**src/rtl/msg_pkg.sv**
```systemverilog
// Shared types and constants for the UART message deframer.
// Frame states, default sync byte, command codes and checksum fold.
package msg_pkg;

    typedef enum logic [2:0] {
        S_IDLE,
        S_LEN,
        S_CMD,
        S_DATA,
        S_CSUM,
        S_HOLD
    } state_e;

    localparam logic [7:0] SYNC_BYTE_DEF = 8'h7E;
    localparam logic [7:0] CMD_DM_ENABLE = 8'hA8;
    localparam logic [7:0] CMD_DM_SET    = 8'hAC;

    function automatic logic [7:0] xor_fold(
        input logic [7:0] acc,
        input logic [7:0] b
    );
        return acc ^ b;
    endfunction

endpackage

```
**src/rtl/byte_timeout_ctr.sv**
```systemverilog
// Inter-byte timeout counter: saturates at TIMEOUT_CYC-1 while enabled.
// expired is suppressed in any cycle that also clears the count.
module byte_timeout_ctr #(
    parameter int TIMEOUT_CYC = 100000
) (
    input  logic CLK,
    input  logic reset,
    input  logic clr,
    input  logic en,
    output logic expired
);

    localparam int CW = (TIMEOUT_CYC > 1) ? $clog2(TIMEOUT_CYC) : 1;
    localparam logic [CW-1:0] LAST = CW'(TIMEOUT_CYC - 1);

    logic [CW-1:0] cnt_q, cnt_d;

    always_comb begin
        cnt_d = cnt_q;
        if (clr) begin
            cnt_d = '0;
        end else if (en && (cnt_q != LAST)) begin
            cnt_d = cnt_q + 1'b1;
        end
    end

    assign expired = en && !clr && (cnt_q == LAST);

    always_ff @(posedge CLK or negedge reset) begin
        if (!reset) begin
            cnt_q <= '0;
        end else begin
            cnt_q <= cnt_d;
        end
    end

endmodule

```
**src/rtl/uart_msg_deframer.sv**
```systemverilog
// Receive-side framer: SYNC, LEN, CMD, payload, optional XOR checksum.
// Good frames are held on a valid/ready port; each error class pulses.
module uart_msg_deframer
    import msg_pkg::*;
#(
    parameter int         MAX_LEN     = 8,
    parameter bit         CSUM_EN     = 1'b1,
    parameter int         TIMEOUT_CYC = 100000,
    parameter logic [7:0] SYNC_BYTE   = SYNC_BYTE_DEF
) (
    input  logic                         CLK,
    input  logic                         reset,
    input  logic [7:0]                   rx_data,
    input  logic                         rx_valid,
    output logic                         frm_valid,
    input  logic                         frm_ready,
    output logic [7:0]                   frm_cmd,
    output logic [$clog2(MAX_LEN+1)-1:0] frm_len,
    output logic [8*MAX_LEN-1:0]         frm_data,
    output logic                         err_len,
    output logic                         err_csum,
    output logic                         err_timeout,
    output logic                         err_ovr,
    output logic                         busy
);

    localparam int LW = $clog2(MAX_LEN + 1);
    localparam int IW = (MAX_LEN > 1) ? $clog2(MAX_LEN) : 1;

    state_e        state_q, state_d;
    logic [7:0]    cmd_q, cmd_d;
    logic [LW-1:0] plen_q, plen_d;
    logic [IW-1:0] idx_q, idx_d;
    logic [7:0]    csum_q, csum_d;
    logic [7:0]    buf_q [MAX_LEN];
    logic [7:0]    buf_d [MAX_LEN];
    logic          err_len_q, err_len_d;
    logic          err_csum_q, err_csum_d;
    logic          err_to_q, err_to_d;
    logic          err_ovr_q, err_ovr_d;

    logic          busy_w;
    logic          expired;
    logic          len_ok;
    logic          last_data;
    logic [LW-1:0] idx_ext;
    state_e        tail_s;

    assign busy_w    = (state_q != S_IDLE) && (state_q != S_HOLD);
    assign len_ok    = (rx_data != 8'd0) &&
                       (32'(rx_data) <= 32'(MAX_LEN + 1));
    assign idx_ext   = LW'(idx_q);
    assign last_data = ((idx_ext + LW'(1)) == plen_q);
    assign tail_s    = CSUM_EN ? S_CSUM : S_HOLD;

    byte_timeout_ctr #(
        .TIMEOUT_CYC(TIMEOUT_CYC)
    ) u_tmo (
        .CLK    (CLK),
        .reset  (reset),
        .clr    (rx_valid | ~busy_w),
        .en     (busy_w),
        .expired(expired)
    );

    always_comb begin
        state_d    = state_q;
        cmd_d      = cmd_q;
        plen_d     = plen_q;
        idx_d      = idx_q;
        csum_d     = csum_q;
        buf_d      = buf_q;
        err_len_d  = 1'b0;
        err_csum_d = 1'b0;
        err_to_d   = 1'b0;
        err_ovr_d  = 1'b0;
        if (expired) begin
            state_d  = S_IDLE;
            err_to_d = 1'b1;
        end else begin
            unique case (state_q)
                S_IDLE: begin
                    if (rx_valid && (rx_data == SYNC_BYTE)) begin
                        state_d = S_LEN;
                    end
                end
                S_LEN: begin
                    if (rx_valid) begin
                        if (len_ok) begin
                            plen_d  = LW'(rx_data - 8'd1);
                            csum_d  = rx_data;
                            idx_d   = '0;
                            buf_d   = '{default: '0};
                            state_d = S_CMD;
                        end else begin
                            err_len_d = 1'b1;
                            state_d   = S_IDLE;
                        end
                    end
                end
                S_CMD: begin
                    if (rx_valid) begin
                        cmd_d   = rx_data;
                        csum_d  = xor_fold(csum_q, rx_data);
                        state_d = (plen_q == '0) ? tail_s : S_DATA;
                    end
                end
                S_DATA: begin
                    if (rx_valid) begin
                        buf_d[idx_q] = rx_data;
                        csum_d       = xor_fold(csum_q, rx_data);
                        idx_d        = idx_q + 1'b1;
                        if (last_data) begin
                            state_d = tail_s;
                        end
                    end
                end
                S_CSUM: begin
                    if (rx_valid) begin
                        if (rx_data == csum_q) begin
                            state_d = S_HOLD;
                        end else begin
                            err_csum_d = 1'b1;
                            state_d    = S_IDLE;
                        end
                    end
                end
                S_HOLD: begin
                    // Bytes seen while holding are dropped, even in the handshake cycle
                    err_ovr_d = rx_valid;
                    if (frm_ready) begin
                        state_d = S_IDLE;
                    end
                end
                default: state_d = S_IDLE;
            endcase
        end
    end

    always_ff @(posedge CLK or negedge reset) begin
        if (!reset) begin
            state_q    <= S_IDLE;
            cmd_q      <= '0;
            plen_q     <= '0;
            idx_q      <= '0;
            csum_q     <= '0;
            buf_q      <= '{default: '0};
            err_len_q  <= 1'b0;
            err_csum_q <= 1'b0;
            err_to_q   <= 1'b0;
            err_ovr_q  <= 1'b0;
        end else begin
            state_q    <= state_d;
            cmd_q      <= cmd_d;
            plen_q     <= plen_d;
            idx_q      <= idx_d;
            csum_q     <= csum_d;
            buf_q      <= buf_d;
            err_len_q  <= err_len_d;
            err_csum_q <= err_csum_d;
            err_to_q   <= err_to_d;
            err_ovr_q  <= err_ovr_d;
        end
    end

    for (genvar i = 0; i < MAX_LEN; i++) begin : g_flat
        assign frm_data[8*i +: 8] = buf_q[i];
    end

    assign frm_valid   = (state_q == S_HOLD);
    assign frm_cmd     = cmd_q;
    assign frm_len     = plen_q;
    assign err_len     = err_len_q;
    assign err_csum    = err_csum_q;
    assign err_timeout = err_to_q;
    assign err_ovr     = err_ovr_q;
    assign busy        = busy_w;

endmodule
```
**config.mk**
```make
export PLATFORM = sky130hd
export DESIGN_NAME = uart_msg_deframer
export DESIGN_NICKNAME = d
export VERILOG_FILES = /design/src/rtl/msg_pkg.sv /design/src/rtl/byte_timeout_ctr.sv /design/src/rtl/uart_msg_deframer.sv
export SDC_FILE = /design/constraint.sdc
export NUM_CORES = 1
export LEC_CHECK = 0
export CAP_MARGIN = 10
export CORE_MARGIN = 2
export CORE_UTILIZATION = 35
export CTS_CLUSTER_DIAMETER = 100
export DETAILED_ROUTE_END_ITERATION = 16
export GPL_ROUTABILITY_DRIVEN = 0
export PLACE_DENSITY = 0.55
export SKIP_LAST_GASP = 1
export SLEW_MARGIN = 20
export SYNTH_ARGS = -nofsm -noshare
export SYNTH_HDL_FRONTEND = slang
export SYNTH_HIERARCHICAL = 1
export SYNTH_SLANG_ARGS = --single-unit
```
**constraint.sdc**
```tcl
create_clock -name CLK -period 3.5 [get_ports CLK]
set_input_delay 0.7 -clock CLK [delete_from_list [all_inputs] [get_ports CLK]]
set_output_delay 0.7 -clock CLK [all_outputs]
set_load 0.02 [all_outputs]
```
Word-level counts from Yosys, hierarchy flattened
Cells that the tools add are included.

Register bits: 111. Input bits: 12. Output and inout bits: 82.

Add/subtract/negate cells: 4. Order comparisons: 3. Equal/unequal tests: 22. Mux-type cells: 40. Bitwise operators: 5. Reductions and logical operators: 21.

Operator list (count): 64-bit two-way mux (3); 64-bit case mux with 2 select lines (1); 64-bit bitwise mux (1); 3-bit two-way mux (13); 17-bit two-way mux (2); 8-bit two-way mux (4); 8-bit demux with 3-bit select (1); 3-bit != test (second input constant) (7); 3-bit case mux with 6 select lines (1); 17-bit by 1-bit adder with 17-bit output (second input constant) (1); 17-bit == test (second input constant) (1); 17-bit != test (second input constant) (1); 8-bit case mux with 2 select lines (1); 1-bit two-way mux (11); 5-bit AND reduction (2); 8-bit by 7-bit == test with 1-bit output (second input constant) (1); 8-bit == test (1); 8-bit by 4-bit <= comparator with 1-bit output (second input constant) (1); 8-bit nonzero test (1); 8-bit XOR (1); 1-bit logical AND (7); 7-bit AND reduction (1); 3-bit by 2-bit == test with 1-bit output (second input constant) (2); 3-bit == test (second input constant) (2); 23 further kinds (28).

Depth between registers and ports, before layout
Depth in word-level cells: 9. Gate-level depth with buffers: 12. Mapped depth without buffers: 9.

Modules after synthesis
The synthesis kept the hierarchy.

By module, submodules not included: uart_msg_deframer (times used 1, cells an instance 338, area an instance 4139.0 µm², seq. area each 2352.3 µm²); byte_timeout_ctr (times used 1, cells an instance 119, area an instance 1023.5 µm², seq. area each 425.4 µm²).

Least setup slack after synthesis
No wires, ideal clock.

Kind: register -> register. Start point: reg state_q[2]. End point: reg cmd_q[0] (netlist: frm_cmd[0]). Arrival: 3.043 ns. Data required time: 3.375 ns. Slack: 0.333 ns. Stages on the path, launching flop included: 11. Path buffers: 3. Clock period less this slack: 3.167 ns. Cells stage by stage: dfrtp_1 -> clkbuf_1 -> xnor2_1 -> nand2_1 -> nand2b_1 -> clkbuf_1 -> and4b_1 -> or3b_1 -> buf_2 -> nor3_2 -> mux2_2.

Longest elaborated chain between the ends: 9.

RTL lines: start: declaration (RTL line uart_msg_deframer.sv:30) `state_e state_q, state_d;`; start signal: assignment (RTL line uart_msg_deframer.sv:153) `state_q <= state_d;`; 3-bit != test / 3-bit nonzero test (equally long branches) (RTL line uart_msg_deframer.sv:49) `assign busy_w = (state_q != S_IDLE) && (state_q != S_HOLD);`; 1-bit logical AND (*) (RTL line uart_msg_deframer.sv:49); named net busy (RTL line uart_msg_deframer.sv:24) `output logic busy`; 1-bit NOT (RTL line uart_msg_deframer.sv:61) `.clr (rx_valid | ~busy_w),`; 1-bit OR (RTL line uart_msg_deframer.sv:61); 1-bit logical NOT (RTL line byte_timeout_ctr.sv:27) `assign expired = en && !clr && (cnt_q == LAST);`; 1-bit logical AND (*) (2 in series) (RTL line byte_timeout_ctr.sv:27); 1-bit NOT (no source line) (*); 3-bit AND reduction (no source line) (*); end signal: assignment (RTL line uart_msg_deframer.sv:154) `cmd_q <= cmd_d;`; end: declaration (RTL line uart_msg_deframer.sv:31) `logic [7:0] cmd_q, cmd_d;`.

The timed path passes the listed nets; every way through them passes the cells marked *. A chain may end at the register's enable or synchronous reset.

Worst setup path in the final report
Start point: reg state_q[2]. End point: reg buf_q (netlist bit frm_data[30]).

Longest elaborated chain between the ends: 9.

RTL lines: 3-bit != test / 3-bit nonzero test (equally long branches) (RTL line uart_msg_deframer.sv:49); 1-bit logical AND (RTL line uart_msg_deframer.sv:49); 1-bit NOT (RTL line uart_msg_deframer.sv:61); 1-bit OR (RTL line uart_msg_deframer.sv:61); 1-bit logical NOT (RTL line byte_timeout_ctr.sv:27); 1-bit logical AND (2 in series) (RTL line byte_timeout_ctr.sv:27); 1-bit NOT (no source line); 5-bit AND reduction (no source line); end signal: assignment (RTL line uart_msg_deframer.sv:158) `buf_q <= buf_d;`; end: declaration (RTL line uart_msg_deframer.sv:35) `logic [7:0] buf_q [MAX_LEN];`.

Several ways; a longest one is shown, not always the timed one.

==> results.yml <==
worst_setup_path:
  path_cells: "xnor2_1, nand2_1, buf_4, and4b_1, or3b_1, or3_1, nor3_4, a22o_1"
  startpoint_type: "flop"
  slowest_delay_ns: 0.55
  critPathTopFamily: "simple AND/OR/NAND/NOR gates"
  crit_path_end: "frm_data[30]"
  r2r-start: "state_q[2]"
  critical_path_class: "flop to flop"
  rr_worst_depth: 8
  r2r-end: "frm_data[30]"
  startpoint: "state_q[2]"
  required_ns: 3.80
  arrival_ns: 3.14
  worst-path-buf-inv: 1
  worstPathMaxFanout: 16
  cp_num_cells: 8
  regToRegSetupSlack_ns: 0.66
  cp-end-kind: "flop"
  cp_slowest_cell: "dfrtp_1"
floorplan:
  die-height_um: 125
  die_area_um2: 15700
  die-width_um: 125
  initial_core_util_pct: 35.7
  row_count: 44
  coreArea_um2: 14500
  ios: 94
place:
  post-place-ws_ns: 0.296
  postPlaceCellArea_um2: 6370
  io_buffer_count: 93
  dpl.hpwl_um: 9100
  placedCellCount: 728
final_layout:
  instances_no_fill: 743
  finish.utilization_pct: 46.0
  diodes: 0
  drive_gt1_share_pct: 12.3
  fin_nets: 572
  finish.instance_area_um2: 6660
  syn_to_final_growth_pct: 29.0
  fillCellCount: 1361
global_routing:
  grt_pass1_wl_um: 22500
  grt_pass1_vias: 4117
  track_usage_pct: 18.0
  grt.overflow.total: 0
  grt_max_degree: 57
  antenna_found_initial: 0
worst_hold_path:
  min_path_type: "input port to async pin"
timing:
  fmax_mhz: 352
  maxSlewHeadroom_pct: 48.3
  finalSetupViolCount: 0
  hold_violations: 0
  finalClockSkew_ns: 0.00799
  rsz0062_at_grt: "false"
  setup_tns_ns: 0
  finalCritPeriodShare_pct: 81.2
  max_slew.worst_pin.slew_ns: 0.776
  fin_crit_ns: 2.84
  final.setup.worst_slack_ns: 0.660
  slew_violations: 0
drt:
  via_per_inst: 5.46
  firstDrtPassIters: 6
  wire_per_inst_um: 18.5
  highest-signal-layer: "met4"
  wl_met3_um: 677
  num_vias: 4058
  final_antenna_net_count: 0
  remaining_drc_errors: 0
  m1WireLength_um: 6540
  wl_um: 13700
  wl_met2_um: 6310
  drtIter0Drc: 303
cts:
  clkSinkCount: 111
  cts_setup_buffers: 0
  cts_hold_buf: 0
  cts_buffer_depth: 2
  cts_tree: "done"
  cts_resized: 0
  htree_levels: 3
  cts_buffers: 9
  clk_latency_ns: 0.36
  cts-root-buf: "clkbuf_16"
  clk_pin_slew_ns: 0.08
power_and_ir_drop:
  p_leak_nw: 2.80
  power_density_nw_per_um2: 572
  vdd.ir_drop.worst_mv: 0.356
logic_synthesis:
  synthTopCellsByArea: "dfrtp_1 54%, a22o_1 11%, xnor2_1 3.2%, nand2_1 2.6%, o21ai_0 2.0%"
  avgSynthCellArea_um2: 11.3
  synth-async-reset-ratio_pct: 100
  ys_seq_area_share_pct: 53.8
  synth.top_cell.area_share_pct: 53.8
  synth.net_count: 474
  synth_flop_cell: "dfrtp_1"
  synth-seq-cells: 111
  synth_enable_flop_cells: 0
  syn_inst: 457
  synth_cell_types: 70
  yosys_warnings: 6
  syn_area_um2: 5160
  synth_top_cell_by_area: "dfrtp_1"
run:
  max_cap_viol_count: 0
outcome:
  status: "finished, final reports clean"
-- how the worst min path moves through the flow --
stage	cells past startpoint	endpoint	from
after floorplan	0	csum_q[0]	reset
after global placement	1	frm_data[37]	frm_data[37]
after detailed placement	1	frm_data[23]	frm_data[23]
after CTS	1	u_tmo/cnt_q[9]	reset
after global routing	1	u_tmo/cnt_q[9]	reset
final	1	u_tmo/cnt_q[9]	reset
-- cells in the final DEF (no fill, tap or decap), drive strengths merged, types with 4 or more instances in the layout --
cell,synthesis,layout
a21oi,11,11
o221ai,8,8
nand4,9,9
clkdlybuf4s50,0,92
or3,5,5
nand2,37,37
dfrtp,111,111
xnor2,19,19
ha,5,5
a22o,64,64
buf,7,22
nor2,24,24
inv,12,16
nor3,18,18
nand2b,4,4
o21ai,28,28
mux2,8,8
nand3,8,8
clkbuf,20,9
-- per-layer routing --
layer | GRT usage, % | vias up
li1 | - | 1893
met4 | 4.71 | 0
met5 | 0 | -
met1 | 24.9 | 2035
met3 | 5.18 | 16
met2 | 27.9 | 114
-- where the power goes --
group	switching (mW)	internal, mW
sequential	0.185	1.46
clock	0.510	0.500
combinational	0.617	0.537
total	1.31	2.50
-- synth_stat cells (all sizes together), types with 7 or more instances --
cell	count
o21ai	28
clkbuf	20
xnor2	19
a22o	64
nor3	18
buf	7
nor2	24
nand2	37
inv	12
nand3	8
dfrtp	111
nand4	9
o221ai	8
mux2	8
a21oi	11
-- through the flow --
step / hold WS, ns / total power [mW]
global route: 0.485 / 4.01
global placement: 0.487 / 2.81
finish: 0.414 / 3.81
detailed placement: 0.482 / 2.82
floorplan: 0.404 / 2.32
CTS: 0.442 / 3.85
-- area by class of cell --
type / instances / area [um2] / share of cell area, %
clock buffer: 9 / 225 / 3.38
clock inverter: 6 / 60.1 / 0.902
inverter: 12 / 45.0 / 0.676
multi-input combinational: 307 / 2220 / 33.4
sequential: 111 / 2780 / 41.7
tap: 184 / 230 / 3.46
timing repair buffer: 114 / 1100 / 16.5
-- registers in the layout (all words and copies together) (netlist names) --
signal,count
csum_q,8
err_csum,1
err_len,1
err_ovr,1
err_timeout,1
frm_cmd,8
frm_data,64
frm_len,4
idx_q,3
state_q,3
u_tmo/cnt_q,17
-- cells by family after synthesis --
kind of cell / after synthesis / share of synthesized area (%)
XOR/XNOR: 22 / 3.73
AO/OA/AOI/OAI: 134 / 20.5
AND/OR/NAND/NOR: 137 / 15.7
multiplexers: 9 / 1.94
adder cells (fa/ha/maj): 5 / 1.21
flip-flops: 111 / 53.8
buffers and inverters: 39 / 3.13
Power figures use the tool's default switching activity.
